===== config.mk =====
export PLATFORM = sky130hd
export DESIGN_NAME = trivium_stream
export DESIGN_NICKNAME = d
export VERILOG_FILES = /design/src/rtl/trivium_pkg.sv /design/src/rtl/trivium_round.sv /design/src/rtl/trivium_stream.sv
export SDC_FILE = /design/constraint.sdc
export NUM_CORES = 1
export LEC_CHECK = 0
export ABC_AREA = 1
export ABC_CLOCK_PERIOD_IN_PS = 2200
export CELL_PAD_IN_SITES_DETAIL_PLACEMENT = 1
export CELL_PAD_IN_SITES_GLOBAL_PLACEMENT = 1
export CORE_ASPECT_RATIO = 0.6
export CORE_MARGIN = 1
export CORE_UTILIZATION = 45
export DETAILED_ROUTE_END_ITERATION = 8
export GPL_TIMING_DRIVEN = 1
export PLACE_DENSITY = 0.95
export SETUP_SLACK_MARGIN = 0.5
export SLEW_MARGIN = 0
export SYNTH_ARGS = -nofsm -noshare
export SYNTH_HDL_FRONTEND = slang
export SYNTH_SLANG_ARGS = --single-unit

===== constraint.sdc =====
create_clock -name clk -period 2.2 [get_ports clk]
set_input_delay 0.44 -clock clk [delete_from_list [all_inputs] [get_ports clk]]
set_output_delay 0.44 -clock clk [all_outputs]
set_load 0.01 [all_outputs]

===== src/rtl/trivium_pkg.sv =====
// Trivium constants, tap positions, FSM encoding and a bit-serial
// reference step/load model for the W-bit-per-clock keystream core.
package trivium_pkg;

  localparam int KEY_W          = 80;
  localparam int IV_W           = 80;
  localparam int STATE_W        = 288;
  localparam int WARMUP_DEFAULT = 1152;

  // Register boundaries in 1-based Trivium numbering.
  localparam int R1_END = 93;
  localparam int R2_END = 177;

  // Tap positions, 1-based.
  localparam int T1A = 66;
  localparam int T1B = 93;
  localparam int A_N0 = 91;
  localparam int A_N1 = 92;
  localparam int A_X  = 171;
  localparam int T2A = 162;
  localparam int T2B = 177;
  localparam int B_N0 = 175;
  localparam int B_N1 = 176;
  localparam int B_X  = 264;
  localparam int T3A = 243;
  localparam int T3B = 288;
  localparam int C_N0 = 286;
  localparam int C_N1 = 287;
  localparam int C_X  = 69;

  typedef enum logic [1:0] {
    IDLE,
    WARM,
    RUN
  } state_e;

  typedef struct packed {
    logic [STATE_W-1:0] s;
    logic               z;
  } step_t;

  function automatic logic [STATE_W-1:0] trivium_load(
    input logic [KEY_W-1:0] key,
    input logic [IV_W-1:0]  iv
  );
    logic [STATE_W-1:0] st;
    st = '0;
    for (int i = 0; i < KEY_W; i++)
      st[i] = key[i];
    for (int i = 0; i < IV_W; i++)
      st[R1_END + i] = iv[i];
    st[C_N0-1] = 1'b1;
    st[C_N1-1] = 1'b1;
    st[T3B-1]  = 1'b1;
    return st;
  endfunction

  // One step on a 1-based unpacked copy of the state.
  function automatic step_t trivium_ref_step(
    input logic [STATE_W-1:0] st
  );
    logic  s [1:STATE_W];
    logic  t1, t2, t3, a, b, c;
    step_t r;
    for (int i = 1; i <= STATE_W; i++)
      s[i] = st[i-1];
    t1 = s[T1A] ^ s[T1B];
    t2 = s[T2A] ^ s[T2B];
    t3 = s[T3A] ^ s[T3B];
    a  = t1 ^ (s[A_N0] & s[A_N1]) ^ s[A_X];
    b  = t2 ^ (s[B_N0] & s[B_N1]) ^ s[B_X];
    c  = t3 ^ (s[C_N0] & s[C_N1]) ^ s[C_X];
    r.z = t1 ^ t2 ^ t3;
    for (int i = STATE_W; i >= 2; i--)
      s[i] = s[i-1];
    s[1]          = c;
    s[R1_END + 1] = a;
    s[R2_END + 1] = b;
    for (int i = 1; i <= STATE_W; i++)
      r.s[i-1] = s[i];
    return r;
  endfunction

endpackage


===== src/rtl/trivium_round.sv =====
// One combinational Trivium step.
// Ports: state_in (s1 at bit 0), state_out, z keystream bit.
import trivium_pkg::*;

module trivium_round (
  input  logic [STATE_W-1:0] state_in,
  output logic [STATE_W-1:0] state_out,
  output logic               z
);

  logic t1, t2, t3;
  logic a, b, c;

  assign t1 = state_in[T1A-1] ^ state_in[T1B-1];
  assign t2 = state_in[T2A-1] ^ state_in[T2B-1];
  assign t3 = state_in[T3A-1] ^ state_in[T3B-1];

  assign a = t1
           ^ (state_in[A_N0-1] & state_in[A_N1-1])
           ^ state_in[A_X-1];
  assign b = t2
           ^ (state_in[B_N0-1] & state_in[B_N1-1])
           ^ state_in[B_X-1];
  assign c = t3
           ^ (state_in[C_N0-1] & state_in[C_N1-1])
           ^ state_in[C_X-1];

  assign z = t1 ^ t2 ^ t3;

  // Each register shifts up by one; the feedback enters at its base.
  assign state_out = {
    state_in[STATE_W-2:R2_END], b,
    state_in[R2_END-2:R1_END],  a,
    state_in[R1_END-2:0],       c
  };

endmodule


===== src/rtl/trivium_stream.sv =====
// W-bit-per-clock Trivium keystream source with multi-cycle warm-up.
// Ports: clk, rst_n, start/key/iv load, busy, ks_valid/ks_ready/ks_data.
import trivium_pkg::*;

module trivium_stream #(
  parameter int W            = 8,
  parameter int WARMUP_STEPS = WARMUP_DEFAULT
) (
  input  logic             clk,
  input  logic             rst_n,
  input  logic             start,
  input  logic [KEY_W-1:0] key,
  input  logic [IV_W-1:0]  iv,
  output logic             busy,
  output logic             ks_valid,
  input  logic             ks_ready,
  output logic [W-1:0]     ks_data
);

  localparam int CNT_MAX = WARMUP_STEPS / W;
  localparam int CW = (CNT_MAX > 1) ? $clog2(CNT_MAX) : 1;
  localparam logic [CW-1:0] CNT_LAST = CW'(CNT_MAX - 1);

  if (!(W == 1 || W == 2 || W == 4 || W == 8 ||
        W == 16 || W == 32 || W == 64)) begin : g_bad_w
    $error("trivium_stream: W must be 1,2,4,8,16,32 or 64");
  end

  if ((WARMUP_STEPS % W) != 0) begin : g_bad_warm
    $error("trivium_stream: WARMUP_STEPS must be a multiple of W");
  end

  logic [STATE_W-1:0] s;
  logic [STATE_W-1:0] load_s;
  logic [CW-1:0]      warm_cnt;
  state_e             state;

  logic [STATE_W-1:0] chain [0:W];
  logic [W-1:0]       zv;

  assign chain[0] = s;

  for (genvar j = 0; j < W; j++) begin : g_chain
    trivium_round u_round (
      .state_in  (chain[j]),
      .state_out (chain[j+1]),
      .z         (zv[j])
    );
  end

  always_comb begin
    load_s = '0;
    load_s[KEY_W-1:0]      = key;
    load_s[R1_END +: IV_W] = iv;
    load_s[STATE_W-1 -: 3] = 3'b111;
  end

  // start wins over any advance, including a RUN handshake.
  always_ff @(posedge clk or negedge rst_n) begin
    if (!rst_n) begin
      s        <= '0;
      warm_cnt <= '0;
      state    <= IDLE;
    end else if (start) begin
      s        <= load_s;
      warm_cnt <= '0;
      state    <= WARM;
    end else begin
      unique case (state)
        WARM: begin
          s <= chain[W];
          if (warm_cnt == CNT_LAST) begin
            warm_cnt <= '0;
            state    <= RUN;
          end else begin
            warm_cnt <= warm_cnt + 1'b1;
          end
        end
        RUN: begin
          if (ks_ready)
            s <= chain[W];
        end
        default: ;
      endcase
    end
  end

  assign busy     = (state == WARM);
  assign ks_valid = (state == RUN);
  // All-zero state yields all-zero z, so ks_data is 0 out of reset.
  assign ks_data  = zv;

endmodule


==> impl_results.md, run 1 <==
* Status: did not finish
* Failed at: global routing (5_1_grt)
* Tool Error: [ERROR GRT-0232] Routing congestion too high. Check the congestion heatmap in the GUI.
* Multiplexer area fraction after synthesis at 0%
* Initial antenna violation count at 18
* I/O pin cnt at 174
* Row cnt at 50
* Simple-Gate Fraction of Synth Area at 18.7%
* Die width at 233 µm
* WEP type: output port
* GRT Overall Usage at 74.2%
* Post-synthesis compound-gate area fraction at 17.9%
* Unique masters post-synth at 27
* H-Tree Depth at 1
* Die H at 141 µm
* Total CTS buffers at 29
* GR repair worst EP: ks_data[0]
* Sink Count at 298
* Post-Synth XOR/XNOR Area at 0.608%
* Post-Synthesis Cell Area at 0.0144 mm²
* Largest family of logic cells by synthesized area: simple AND/OR/NAND/NOR gates
* DPL Wire Length at 40100 µm
* IO Port Bufs at 173
* Synth Area in Adders at 0.0869%
* YS warnings at 0
* Initial Utilization at 46.0%
* Gpl congestion at 0.960
* Worst-case clock buffer depth at 3
* Yosys reg bits at 298
* Grt ovf at 8
* CTS root buf: clkbuf_16
* Cell count after synthesis at 1748
* Pin count of the biggest net entering global routing at 63
* Mapped Avg Cell Area at 8.24 µm²
* Syn_nets at 1913
* Sequential fraction of the synthesis area at 51.8%
[metrics by stage]
stage	area (µm²)	setup TNS (ps)	instances	setup WS (ps)	utilization, %
4_1_cts	18700	-49.2	2412	-29.6	59.7
3_5_place_dp	17100	-225	2312	-60.3	54.5
3_3_place_gp	17100	0	2312	12.1	54.5
2_1_floorplan	14400	0	1748	610	-
[synth_stat cells (all sizes together)]
cell type	n	area [µm²]
nor2	51	191
dfrtp	298	7460
nand4	1	6.26
xnor2	5	43.8
buf	78	475
a21oi	5	28.8
inv	262	986
o211ai	110	826
a31oi	34	213
clkbuf	30	114
ha	1	12.5
nand2	553	2090
xor2	5	43.8
nand3	81	405
o22ai	104	857
o21ai	130	651
[routing by layer]
layer | global-route usage, % | overflow
met5 | 28.0 | 0
met4 | 70.9 | 5
met3 | 60.7 | 0
met2 | 90.1 | 3
met1 | 75.0 | 0
[what timing repair did]
item | in CTS
setup buffers | 45
hold endpoints to repair | 41
hold buffers | 1
gates cloned | 4
gates resized for setup | 160
pin swaps | 27
setup endpoints to repair | 20
[cell families after synthesis]
group | after synthesis
simple gates | 686
fa+ha+maj | 1
buf+inv | 370
flops | 298
xor+xnor | 10
compound gates | 383
==> run 2, diff against run 1 <==
--- a/config.mk
+++ b/config.mk
@@ -7,15 +7,11 @@
 export LEC_CHECK = 0
 export ABC_AREA = 1
 export ABC_CLOCK_PERIOD_IN_PS = 2200
-export CELL_PAD_IN_SITES_DETAIL_PLACEMENT = 1
-export CELL_PAD_IN_SITES_GLOBAL_PLACEMENT = 1
-export CORE_ASPECT_RATIO = 0.6
 export CORE_MARGIN = 1
-export CORE_UTILIZATION = 45
+export CORE_UTILIZATION = 40
 export DETAILED_ROUTE_END_ITERATION = 8
 export GPL_TIMING_DRIVEN = 1
-export PLACE_DENSITY = 0.95
-export SETUP_SLACK_MARGIN = 0.5
+export PLACE_DENSITY_LB_ADDON = 0.15
 export SLEW_MARGIN = 0
 export SYNTH_ARGS = -nofsm -noshare
 export SYNTH_HDL_FRONTEND = slang
==> impl_results.md, run 2 <==
* Worst-case clock buffer depth at 3 (unchanged)
* Detail Route Antenna Nets at 0
* H-Tree Depth at 2 (was 1)
* Pwr Density at 742 mW/mm²
* Worst-path clk slew at 60 ps
* Core area at 0.0355 mm²
* Design area at 0.0183 mm²
* Crit Path Max Fanout at 5
* Post-DR wirelength/cell at 17.4 µm
* Worst-Skew Late Latency at 510 ps
* Vias in the first global route at 12.0k
* GRT Overall Usage at 23.3%
* Layout cells sized above 1 at 11.6%
* CP Class: flop to output pin
* DR vias at 12.3k
* Die width at 192 µm (was 233 µm)
* First-pass GRT wire length at 66100 µm
* Commonest non-fill, non-tap cell in the layout: nand2_1
* F_max at 0.469 GHz
* Async set-reset flop share out of synthesis at 100% (unchanged)
* CTS root buf: clkbuf_16 (unchanged)
* Register share of total power at 44.3%
* DR iter-0 viols at 888
* Gate power share at 14.2%
* Min Hold Slack at 482 ps
* R2r setup slk at 580 ps
* Most frequent cells in the layout: 536 x nand2_1, 289 x dfrtp_1, 250 x inv_1
* Clock power frac at 41.5%
* Gpl congestion at 0.882 (was 0.960)
* P_int at 10.1 mW
* IO Port Bufs at 173 (unchanged)
* DRC viols at 0
* Row cnt at 69 (was 50)
* Area grow syn2layout at 27.3%
* Endpoint class of the critical path: output pin
* Worst rel slew slack at 61.7%
* Period utilization at 97.0%
* Sequential fraction of the synthesis area at 51.8% (unchanged)
* Initial Utilization at 40.6% (was 46.0%)
* Placed inst area at 0.0171 mm² (about the same)
* Grt ovf at 0
* Mapped Avg Cell Area at 8.24 µm² (unchanged)
* Die H at 192 µm (was 141 µm)
* Total wire length at 42400 µm
* Largest registers: s: 288 flops, warm_cnt: 8 flops, state: 2 flops
* Post-layout net count at 2106
* Count of final setup violators at 0
* Hold Path Sink: s[94]
* RSZ-0062 raised after global routing: false
* Initial antenna violation count at 2
* WHS Path Cells at 2
* CTS tree: done
* R2R cell count at 7
* Max FFs per register at 288
* Pleak at 8.60 nW
* Cell count after synthesis at 1748 (unchanged)
* Syn_nets at 1913 (unchanged)
* # Max-Cap Violations at 0
* Hold Crit Class: flop to flop
* Status: finished, final reports clean (was did not finish)
* Post-Synthesis Cell Area at 0.0144 mm² (unchanged)
* Ranking of synthesized cells by area: dfrtp_1 52%, nand2_1 14%, inv_1 6.7% (unchanged)
* Critical hold path startpoint: s[94]
* Reg with most FFs: s
* Worst Tran Pin Value at 574 ps
* CP Data Required Time at 1760 ps
* NetSw at 3.54 mW
* Commonest cells post-synth: 548 x nand2_1, 298 x dfrtp_1, 259 x inv_1 (unchanged)
* Worst vdd ir at 0.000430 V
* Crit Reg-Reg Startpoint: state[0]
* Clk_skew at 19.5 ps
* Count leader, synth: nand2_1 (unchanged)
* Worst Setup Start Kind: flop
* Post-route minimum period at 2130 ps
* First-pass DRT Iterations at 5
* I/O pin cnt at 174 (unchanged)
* Die ar. at 0.0368 mm²
* Post-synth top flop: dfrtp_1 (unchanged)
* Max-slew violation count at 0
* Area leader, netlist: dfrtp_1 (unchanged)
* CP arrival at 1690 ps
* Via/cell ratio at 5.07
* Sink Count at 298 (unchanged)
* EDFF count, synth at 0 (unchanged)
* Unique masters post-synth at 27 (unchanged)
* Yosys reg bits at 298 (unchanged)
* Pin count of the biggest net entering global routing at 66
* FILL cells at 3360
* Fin. Hold Viols at 0
* YS warnings at 0 (unchanged)
* DPL Wire Length at 30800 µm (was 40100 µm)
* FF-to-FF End: s[72]
* Sw frac at 26.0%
* Total CTS buffers at 34 (was 29)
* Top-area cell type share of the netlist area at 51.8% (unchanged)
[run 2: per-layer routing]
layer | GRT usage [%] | part of all wire (%)
met5 | 0 | 0
met1 | 34.6 | 48
met2 | 35.9 | 46
met3 | 2.92 | 4.4
met4 | 6.14 | 1.9
[run 2: timing repair]
action,CTS,global route
endpoints found under the setup margin,9,8
pin swaps,6,11
cloned,0,0
hold endpoints to repair,55,0
buffers inserted,4,9
gates resized for setup,47,21
hold buffers,1,0
[run 2: final cells by class]
class | count | area, µm² | share of cell area (%)
inverters | 262 | 991 | 5.41
clock buffers | 53 | 1040 | 5.69
multi-input cells | 1080 | 5460 | 29.8
well taps | 461 | 577 | 3.15
flip-flops and latches | 298 | 7470 | 40.7
diodes | 3 | 7.51 | 0.0410
repair buffers | 265 | 2710 | 14.8
clock inverters | 7 | 68.8 | 0.375
[run 2: cells by family after synthesis]
logic type,synth area share [%]
buffers and inverters,10.9
XOR/XNOR,0.608
AO/OA/AOI/OAI,17.9
AND/OR/NAND/NOR,18.7
flip-flops,51.8
adder cells (fa/ha/maj),0.0869
[run 2: worst max path at each step]
stage          startpoint          to  slack (ps)  cells past startpoint
4_1_cts            s[176]  ks_data[0]          -8                      7
6_report            s[87]  ks_data[5]          70                      8
3_3_place_gp        start        s[4]         100                     10
2_1_floorplan      s[169]  ks_data[7]         610                      8
3_5_place_dp        start       s[66]          60                      9
5_1_grt            s[171]  ks_data[5]           2                      8
[run 2: power by group through the flow]
stage	clock network [mW]	registers, mW	logic, mW
floorplan	0	6.06	0.978
global placement	0	6.11	1.88
detailed placement	0	6.11	1.89
CTS	5.76	6.02	1.91
global route	5.97	6.06	2.15
finish	5.64	6.02	1.94
[run 2: through the flow]
stage                     total power, mW  TNS (ps)  utilization, %  cells  worst slack (ps)
after global routing                 14.2         0            51.7   2428              1.58
after floorplan                      7.03         0               -   1748               610
after global placement               7.98         0            48.1   2353              97.6
final                                13.6         0            51.7   2429              65.8
after detailed placement             8.00         0            48.1   2353              64.2
after CTS                            13.7     -7.60            51.4   2418             -7.60
[run 2: worst max-delay path, cell delays in order, from the launching register on]
cell and delay, ps:
dfrtp_1 390, buf_4 170, nand2_1 70, nand2_1 120, nand2_2 110, nand2_1 50, nand2_1 50, nand2_1 80
buf_2 150
(Power assumes the default switching activity.)
==> run 3, diff against run 2 <==
--- a/config.mk
+++ b/config.mk
@@ -7,7 +7,6 @@
 export LEC_CHECK = 0
 export ABC_AREA = 1
 export ABC_CLOCK_PERIOD_IN_PS = 2200
-export CORE_MARGIN = 1
 export CORE_UTILIZATION = 40
 export DETAILED_ROUTE_END_ITERATION = 8
 export GPL_TIMING_DRIVEN = 1
@@ -15,4 +14,5 @@
 export SLEW_MARGIN = 0
 export SYNTH_ARGS = -nofsm -noshare
 export SYNTH_HDL_FRONTEND = slang
+export SYNTH_HIERARCHICAL = 1
 export SYNTH_SLANG_ARGS = --single-unit
==> impl_results.md, run 3 <==
* Status: finished, final reports clean (unchanged)
* CTS root buf: clkbuf_16 (unchanged)
* Initial Utilization at 40.7% (was 40.6%)
* NetSw at 3.90 mW (was 3.54 mW)
* I/O pin cnt at 174 (unchanged)
* Fin. Hold Viols at 0 (unchanged)
* WP buf/inv at 2 (unchanged)
* WHS Path Cells at 4 (was 2)
* CP Class: flop to output pin (unchanged)
* CTS tree: done (unchanged)
* Count leader, synth: buf_4 (was nand2_1)
* Grt ovf at 0 (unchanged)
* Pin count of the biggest net entering global routing at 166 (was 66)
* Register share of total power at 42.1% (was 44.3%)
* Max-slew violation count at 0 (unchanged)
* Area leader, netlist: buf_4 (was dfrtp_1)
* Slowest CP cell: dfrtp_1 (unchanged)
* Post-route minimum period at 2130 ps (about the same)
* Total CTS buffers at 38 (was 34)
* Die width at 289 µm (was 192 µm)
* Layout cells sized above 1 at 9.66% (was 11.6%)
* Worst-path clk slew at 60 ps (about the same)
* # Max-Cap Violations at 0 (unchanged)
* Die ar. at 0.0834 mm² (was 0.0368 mm²)
* Largest registers: s: 288 flops, warm_cnt: 8 flops, state: 2 flops (unchanged)
* Hold Crit Class: input pin to flop (was flop to flop)
* Period utilization at 96.8% (was 97.0%)
* GRT Overall Usage at 13.6% (was 23.3%)
* Critical hold path startpoint: start (was s[94])
* Hold Path Sink: s[253] (was s[94])
* Placed inst area at 0.0186 mm² (was 0.0171 mm²)
* Gate power share at 12.2% (was 14.2%)
* Worst rel slew slack at 41.1% (was 61.7%)
* DR vias at 13.6k (was 12.3k)
* R2r setup slk at 280 ps (was 580 ps)
* Die H at 289 µm (was 192 µm)
* Unique masters post-synth at 25 (was 27)
* Reg with most FFs: s (unchanged)
* Pwr Density at 724 mW/mm² (was 742 mW/mm²)
* Clk_skew at 23.6 ps (was 19.5 ps)
* Max FFs per register at 288 (unchanged)
* Count of final setup violators at 0 (unchanged)
* Worst-case clock buffer depth at 3 (unchanged)
* CP max stage delay at 420 ps (was 390 ps)
* FF-to-FF End: s[112] (was s[72])
* Sequential fraction of the synthesis area at 22.7% (was 51.8%)
* EDFF count, synth at 0 (unchanged)
* Most used cell, CP: nand2_1 (unchanged)
* Pleak at 8.85 nW (was 8.60 nW)
* Initial antenna violation count at 2 (unchanged)
* Ranking of synthesized cells by area: buf_4 53%, dfrtp_1 23%, nand3_1 6.6% (was dfrtp_1 52%, nand2_1 14%, inv_1 6.7%)
* CP delay by family, top: simple AND/OR/NAND/NOR gates (unchanged)
* IO Port Bufs at 173 (unchanged)
* Worst vdd ir at 0.000422 V (was 0.000430 V)
* CP arrival at 1690 ps (about the same)
* Post-synth top flop: dfrtp_1 (unchanged)
* Worst-Skew Late Latency at 560 ps (was 510 ps)
* H-Tree Depth at 2 (unchanged)
* P_int at 10.6 mW (was 10.1 mW)
* Commonest cells post-synth: 2327 x buf_4, 535 x nand2_1, 432 x nand3_1 (was 548 x nand2_1, 298 x dfrtp_1, 259 x inv_1)
* Gpl congestion at 0.785 (was 0.882)
* First-pass GRT wire length at 87400 µm (was 66100 µm)
* Most frequent cells in the layout: 527 x nand2_1, 431 x nand3_1, 282 x dfrtp_1 (was 536 x nand2_1, 289 x dfrtp_1, 250 x inv_1)
* Cell count after synthesis at 4218 (was 1748)
* YS warnings at 6 (was 0)
* Endpoint class of the critical path: output pin (unchanged)
* First-pass DRT Iterations at 5 (unchanged)
* Detail Route Antenna Nets at 0 (unchanged)
* R2R cell count at 6 (was 7)
* Post-layout net count at 2216 (was 2106)
* Async set-reset flop share out of synthesis at 100% (unchanged)
* Crit Reg-Reg Startpoint: state[0] (unchanged)
* F_max at 0.470 GHz (was 0.469 GHz)
* Syn_nets at 4383 (was 1913)
* Sink Count at 298 (unchanged)
* DR iter-0 viols at 991 (was 888)
* DRC viols at 0 (unchanged)
* Vias in the first global route at 13.9k (was 12.0k)
* CP Data Required Time at 1760 ps (about the same)
* Commonest non-fill, non-tap cell in the layout: nand2_1 (unchanged)
* Sw frac at 26.8% (was 26.0%)
* Total wire length at 56600 µm (was 42400 µm)
* Post-DR wirelength/cell at 18.0 µm (was 17.4 µm)
* Post-Synthesis Cell Area at 0.0329 mm² (was 0.0144 mm²)
* DPL Wire Length at 37300 µm (was 30800 µm)
* RSZ-0062 raised after global routing: true (was false)
* Mapped Avg Cell Area at 7.80 µm² (was 8.24 µm²)
* Core area at 0.0809 mm² (was 0.0355 mm²)
* Design area at 0.0201 mm² (was 0.0183 mm²)
* ANT cells at 0 (was 3)
* Critical path cell sequence: inv_1 > nand2_1 > nand2_1 > nand2_1 > nand3_1 > nand2_2 > buf_2 (was buf_4 > nand2_1 > nand2_1 > nand2_2 > nand2_1 > nand2_1 > nand2_1 > buf_2)
* Via/cell ratio at 4.33 (was 5.07)
* Post-route setup TNS at 0 ps (unchanged)
* Clock power frac at 45.7% (was 41.5%)
* Worst Tran Pin Value at 883 ps (was 574 ps)
* Row cnt at 104 (was 69)
* Top-area cell type share of the netlist area at 53.1% (was 51.8%)
* Worst Setup Start Kind: flop (unchanged)
* Yosys reg bits at 298 (unchanged)
* Area grow syn2layout at -39.0% (was 27.3%)
* Crit Path Max Fanout at 5 (unchanged)
## run 3: cell types whose count changed in the layout (fill, tap and decap cells not counted), moves of 33 or more
cell	change
o21ai_1	-44
or2_0	+148
nand3_1	+350
o21ai_0	-80
o22ai_1	-71
o22ai_2	-33
o211ai_1	+50
nor2_1	-33
a31oi_1	-34
inv_1	-162
## run 3: timing repair
item,4_1_cts,5_1_grt
hold buffers,1,0
hold endpoints to repair,32,0
gates resized for setup,53,12
pin swaps,4,6
setup buffers,12,1
endpoints found under the setup margin,10,7
gates cloned,0,0
## run 3: how the worst max path moves through the flow
stage | startpoint | end | slack, ps | depth (start not counted)
5_1_grt | s[158] | ks_data[3] | -10 | 7
4_1_cts | s[64] | ks_data[1] | -40 | 7
6_report | s[158] | ks_data[3] | 70 | 7
3_5_place_dp | ks_ready | s[65] | 70 | 6
3_3_place_gp | ks_ready | s[237] | 70 | 6
2_1_floorplan | s[169] | ks_data[7] | 200 | 13
## run 3: worst min-delay path, stage by stage
cell and delay, ps:
buf_6 100, inv_8 60, nand3_1 80, nand2_1 40
## run 3: cell families (layout without fill, tap and decap cells)
family / Yosys count / after routing / synth area share, %
AO/OA/AOI/OAI: 170 / 170 / 3.80
XOR/XNOR: 40 / 40 / 1.06
adder cells (fa/ha/maj): 1 / 1 / 0.0380
buffers and inverters: 2542 / 404 / 56.1
flip-flops: 298 / 298 / 22.7
AND/OR/NAND/NOR: 1167 / 1167 / 16.4
## run 3: per-layer routing
metal,vias to the layer above,wire length [µm],global-route usage (%)
met5,-,0,0
met1,6609,26800,19.2
met4,0,877,3.21
met3,52,2650,2.12
met2,305,26200,21.8
li1,6642,-,-
## run 3: cell type report
cell class | instances | area (µm²)
repair buffers | 242 | 2510
inverters | 93 | 364
fillers | 8804 | 60900
clock buffers | 59 | 1170
clock inverters | 10 | 154
well taps | 1060 | 1330
multi-input cells | 1378 | 7060
flip-flops and latches | 298 | 7480
## run 3: power by group through the flow
stage / logic, mW / clock network (mW) / registers [mW]
finish: 1.78 / 6.64 / 6.11
global route: 2.00 / 7.10 / 6.16
CTS: 1.83 / 6.86 / 6.11
detailed placement: 1.80 / 0 / 6.21
global placement: 1.80 / 0 / 6.21
floorplan: 4.87 / 0 / 6.08
## run 3: metrics by stage
step           utilization [%]  setup slack (ps)  total power [mW]  hold slack [ps]  cells
2_1_floorplan                -               200              10.9              144   4218
3_3_place_gp              23.0              66.0              8.01              428   3057
3_5_place_dp              23.0              65.8              8.01              428   3057
4_1_cts                   24.8             -35.8              14.8              178   3139
5_1_grt                   24.8             -11.4              15.3              199   3140
6_report                  24.8              70.4              14.5              213   3140
==> run 4, diff against run 3 <==
--- a/config.mk
+++ b/config.mk
@@ -6,8 +6,9 @@
 export NUM_CORES = 1
 export LEC_CHECK = 0
 export ABC_AREA = 1
-export ABC_CLOCK_PERIOD_IN_PS = 2200
+export ABC_CLOCK_PERIOD_IN_PS = 2400
 export CORE_UTILIZATION = 40
+export CTS_CLUSTER_SIZE = 24
 export DETAILED_ROUTE_END_ITERATION = 8
 export GPL_TIMING_DRIVEN = 1
 export PLACE_DENSITY_LB_ADDON = 0.15
==> constraint.sdc (replaced) <==
create_clock -name clk -period 2.4 [get_ports clk]
set_input_delay 0.48 -clock clk [delete_from_list [all_inputs] [get_ports clk]]
set_output_delay 0.48 -clock clk [all_outputs]
set_load 0.01 [all_outputs]
==> impl_results.md, run 4 (synthesis gave the netlist of run 3 again) <==
* Status: finished, final reports clean (unchanged)
* Period utilization at 95.3%
* Hold Crit Class: input pin to flop (unchanged)
* GRT Overall Usage at 13.4% (was 13.6%)
* # Max-Cap Violations at 0 (unchanged)
* Slowest CP cell: dfrtp_2 (was dfrtp_1)
* Post-route setup TNS at 0 ps (unchanged)
* R2r setup slk at 450 ps (was 280 ps)
* Gr busiest metal: met2 (unchanged)
* Placed inst area at 0.0184 mm² (was 0.0186 mm²)
* WHS Path Cells at 2 (was 4)
* P_int at 9.39 mW (was 10.6 mW)
* Layout cells sized above 1 at 8.22% (was 9.66%)
* Max-slew violation count at 0 (unchanged)
* IO Port Bufs at 173 (unchanged)
* DRC viols at 0 (unchanged)
* Initial antenna violation count at 1 (was 2)
* Pwr Density at 655 mW/mm² (was 724 mW/mm²)
* Post-layout net count at 2195 (was 2216)
* Sw frac at 27.3% (was 26.8%)
* Post-route minimum period at 2290 ps
* CTS tree: done (unchanged)
* Die width at 289 µm (unchanged)
* CP Class: flop to output pin (unchanged)
* Grt ovf at 0 (unchanged)
* Worst rel slew slack at 41.6% (was 41.1%)
* Fin. Hold Viols at 0 (unchanged)
* Commonest non-fill, non-tap cell in the layout: nand2_1 (unchanged)
* CTS root buf: clkbuf_16 (unchanged)
* Crit path capture: ks_data[3] (unchanged)
* Reg with most FFs: s (unchanged)
* Critical path cell sequence: inv_1 > nand2_1 > nand2_1 > nand2_1 > nand3_1 > nand2_2 > dlygate4sd2_1 (was inv_1 > nand2_1 > nand2_1 > nand2_1 > nand3_1 > nand2_2 > buf_2)
* Worst vdd ir at 0.000396 V (was 0.000422 V)
* Worst-path clk slew at 60 ps (about the same)
* NetSw at 3.53 mW (was 3.90 mW)
* Clock power frac at 44.2% (was 45.7%)
* H-Tree Depth at 2 (unchanged)
* Area grow syn2layout at -40.1% (was -39.0%)
* Core area at 0.0809 mm² (unchanged)
* Worst-Skew Late Latency at 560 ps (about the same)
* Pleak at 8.66 nW (was 8.85 nW)
* Count of final setup violators at 0 (unchanged)
* Gpl congestion at 0.800 (was 0.785)
* Critical path depth in cells at 7 (unchanged)
* Die ar. at 0.0834 mm² (unchanged)
* Worst-case clock buffer depth at 3 (unchanged)
* Pin count of the biggest net entering global routing at 149 (was 166)
* Via/cell ratio at 4.31 (was 4.33)
* Clk_skew at 21.9 ps (was 23.6 ps)
* F_max at 0.437 GHz
* FF-to-FF End: s[243] (was s[112])
* Max FFs per register at 288 (unchanged)
* Endpoint class of the critical path: output pin (unchanged)
* Met2 Usage GRT at 21.3% (was 21.8%)
* Detail Route Antenna Nets at 0 (unchanged)
* DPL Wire Length at 36300 µm (was 37300 µm)
* Vias in the first global route at 13.8k (was 13.9k)
* First-pass GRT wire length at 86000 µm (was 87400 µm)
* Worst Setup SP: s[173] (was s[158])
* Post-DR wirelength/cell at 17.9 µm (was 18.0 µm)
* Design area at 0.0197 mm² (was 0.0201 mm²)
* DR vias at 13.4k (was 13.6k)
* Largest registers: s: 288 flops, warm_cnt: 8 flops, state: 2 flops (unchanged)
* I/O pin cnt at 174 (unchanged)
* Worst Setup Start Kind: flop (unchanged)
* Crit Reg-Reg Startpoint: state[1] (was state[0])
* First-pass DRT Iterations at 4 (was 5)
* FILL cells at 8858 (was 8804)
* Worst Tran Pin Value at 876 ps (was 883 ps)
* Total CTS buffers at 39 (was 38)
* Row cnt at 104 (unchanged)
* DR iter-0 viols at 986 (was 991)
* Crit Path Max Fanout at 6 (was 5)
* CP Data Required Time at 1920 ps (was 1760 ps)
* Initial Utilization at 40.7% (unchanged)
* Met3 usage at 1.80% (was 2.12%)
* CP max stage delay at 440 ps (was 420 ps)
* CP arrival at 1810 ps (was 1690 ps)
* CP delay by family, top: flip-flops (was simple AND/OR/NAND/NOR gates)
* RSZ-0062 raised after global routing: false (was true)
* Most used cell, CP: nand2_1 (unchanged)
* Sink Count at 298 (unchanged)
* Met1 global-route usage at 19.0% (was 19.2%)
* Die H at 289 µm (unchanged)
* Most frequent cells in the layout: 526 x nand2_1, 432 x nand3_1, 280 x dfrtp_1 (was 527 x nand2_1, 431 x nand3_1, 282 x dfrtp_1)
* R2R cell count at 9 (was 6)
* Gate power share at 12.3% (was 12.2%)
* WP buf/inv at 2 (unchanged)
* Total wire length at 55700 µm (was 56600 µm)
* Register share of total power at 43.4% (was 42.1%)
run 4: cell count changes in the layout (fill, tap and decap cells not counted), sizes merged, moves of 2 or more:
cell / delta
clkdlybuf4s15: +3
dlygate4sd2: +2
bufinv: -3
buf: -30
clkdlybuf4s50: +2
run 4: metal layers:
metal / wire [µm] / share of wire (%) / up-vias
li1: - / - / 6587
met4: 968 / 1.7 / 0
met3: 2020 / 3.6 / 58
met2: 25600 / 46 / 266
met5: 0 / 0 / -
met1: 27000 / 49 / 6509
run 4: per-stage QoR:
step | instances | setup WS, ps | hold slack (ps) | power [mW] | util, %
finish | 3116 | 113 | 256 | 12.9 | 24.4
detailed placement | 3038 | 152 | 380 | 7.31 | 22.7
CTS | 3110 | 37.5 | 236 | 13.2 | 24.3
floorplan | 4218 | 360 | 184 | 10.0 | -
global placement | 3038 | 143 | 382 | 7.31 | 22.7
global route | 3115 | 5.75 | 267 | 13.6 | 24.4
run 4: timing repair:
item / CTS / global route
gates cloned: 0 / 0
hold buffers: 1 / 0
setup buffers: 5 / 5
gates resized for setup: 25 / 15
setup endpoints to repair: 8 / 7
endpoints found under the hold margin: 20 / 0
run 4: worst min-delay path by stage:
stage | startpoint | to | slack, ps
3_5_place_dp | rst_n | state[0] | 380
6_report | start | state[1] | 260
3_3_place_gp | rst_n | state[0] | 380
2_1_floorplan | rst_n | s[0] | 180
5_1_grt | start | state[1] | 270
4_1_cts | start | state[1] | 240
run 4: cell type report:
type | instances | area (µm²) | area share [%]
well taps | 1060 | 1330 | 6.72
repair buffers | 220 | 2270 | 11.5
inverters | 93 | 364 | 1.85
multi-input cells | 1378 | 7040 | 35.7
diodes | 1 | 2.50 | 0.0127
clock inverters | 9 | 76.3 | 0.387
flip-flops and latches | 298 | 7480 | 37.9
clock buffers | 57 | 1160 | 5.90
run 4: power groups by stage:
stage                     logic, mW  clock network, mW  registers [mW]
after floorplan                4.47                  0            5.57
after global placement         1.61                  0            5.70
after detailed placement       1.61                  0            5.70
after CTS                      1.62               5.92            5.62
after global routing           1.80               6.13            5.66
final                          1.59               5.71            5.61
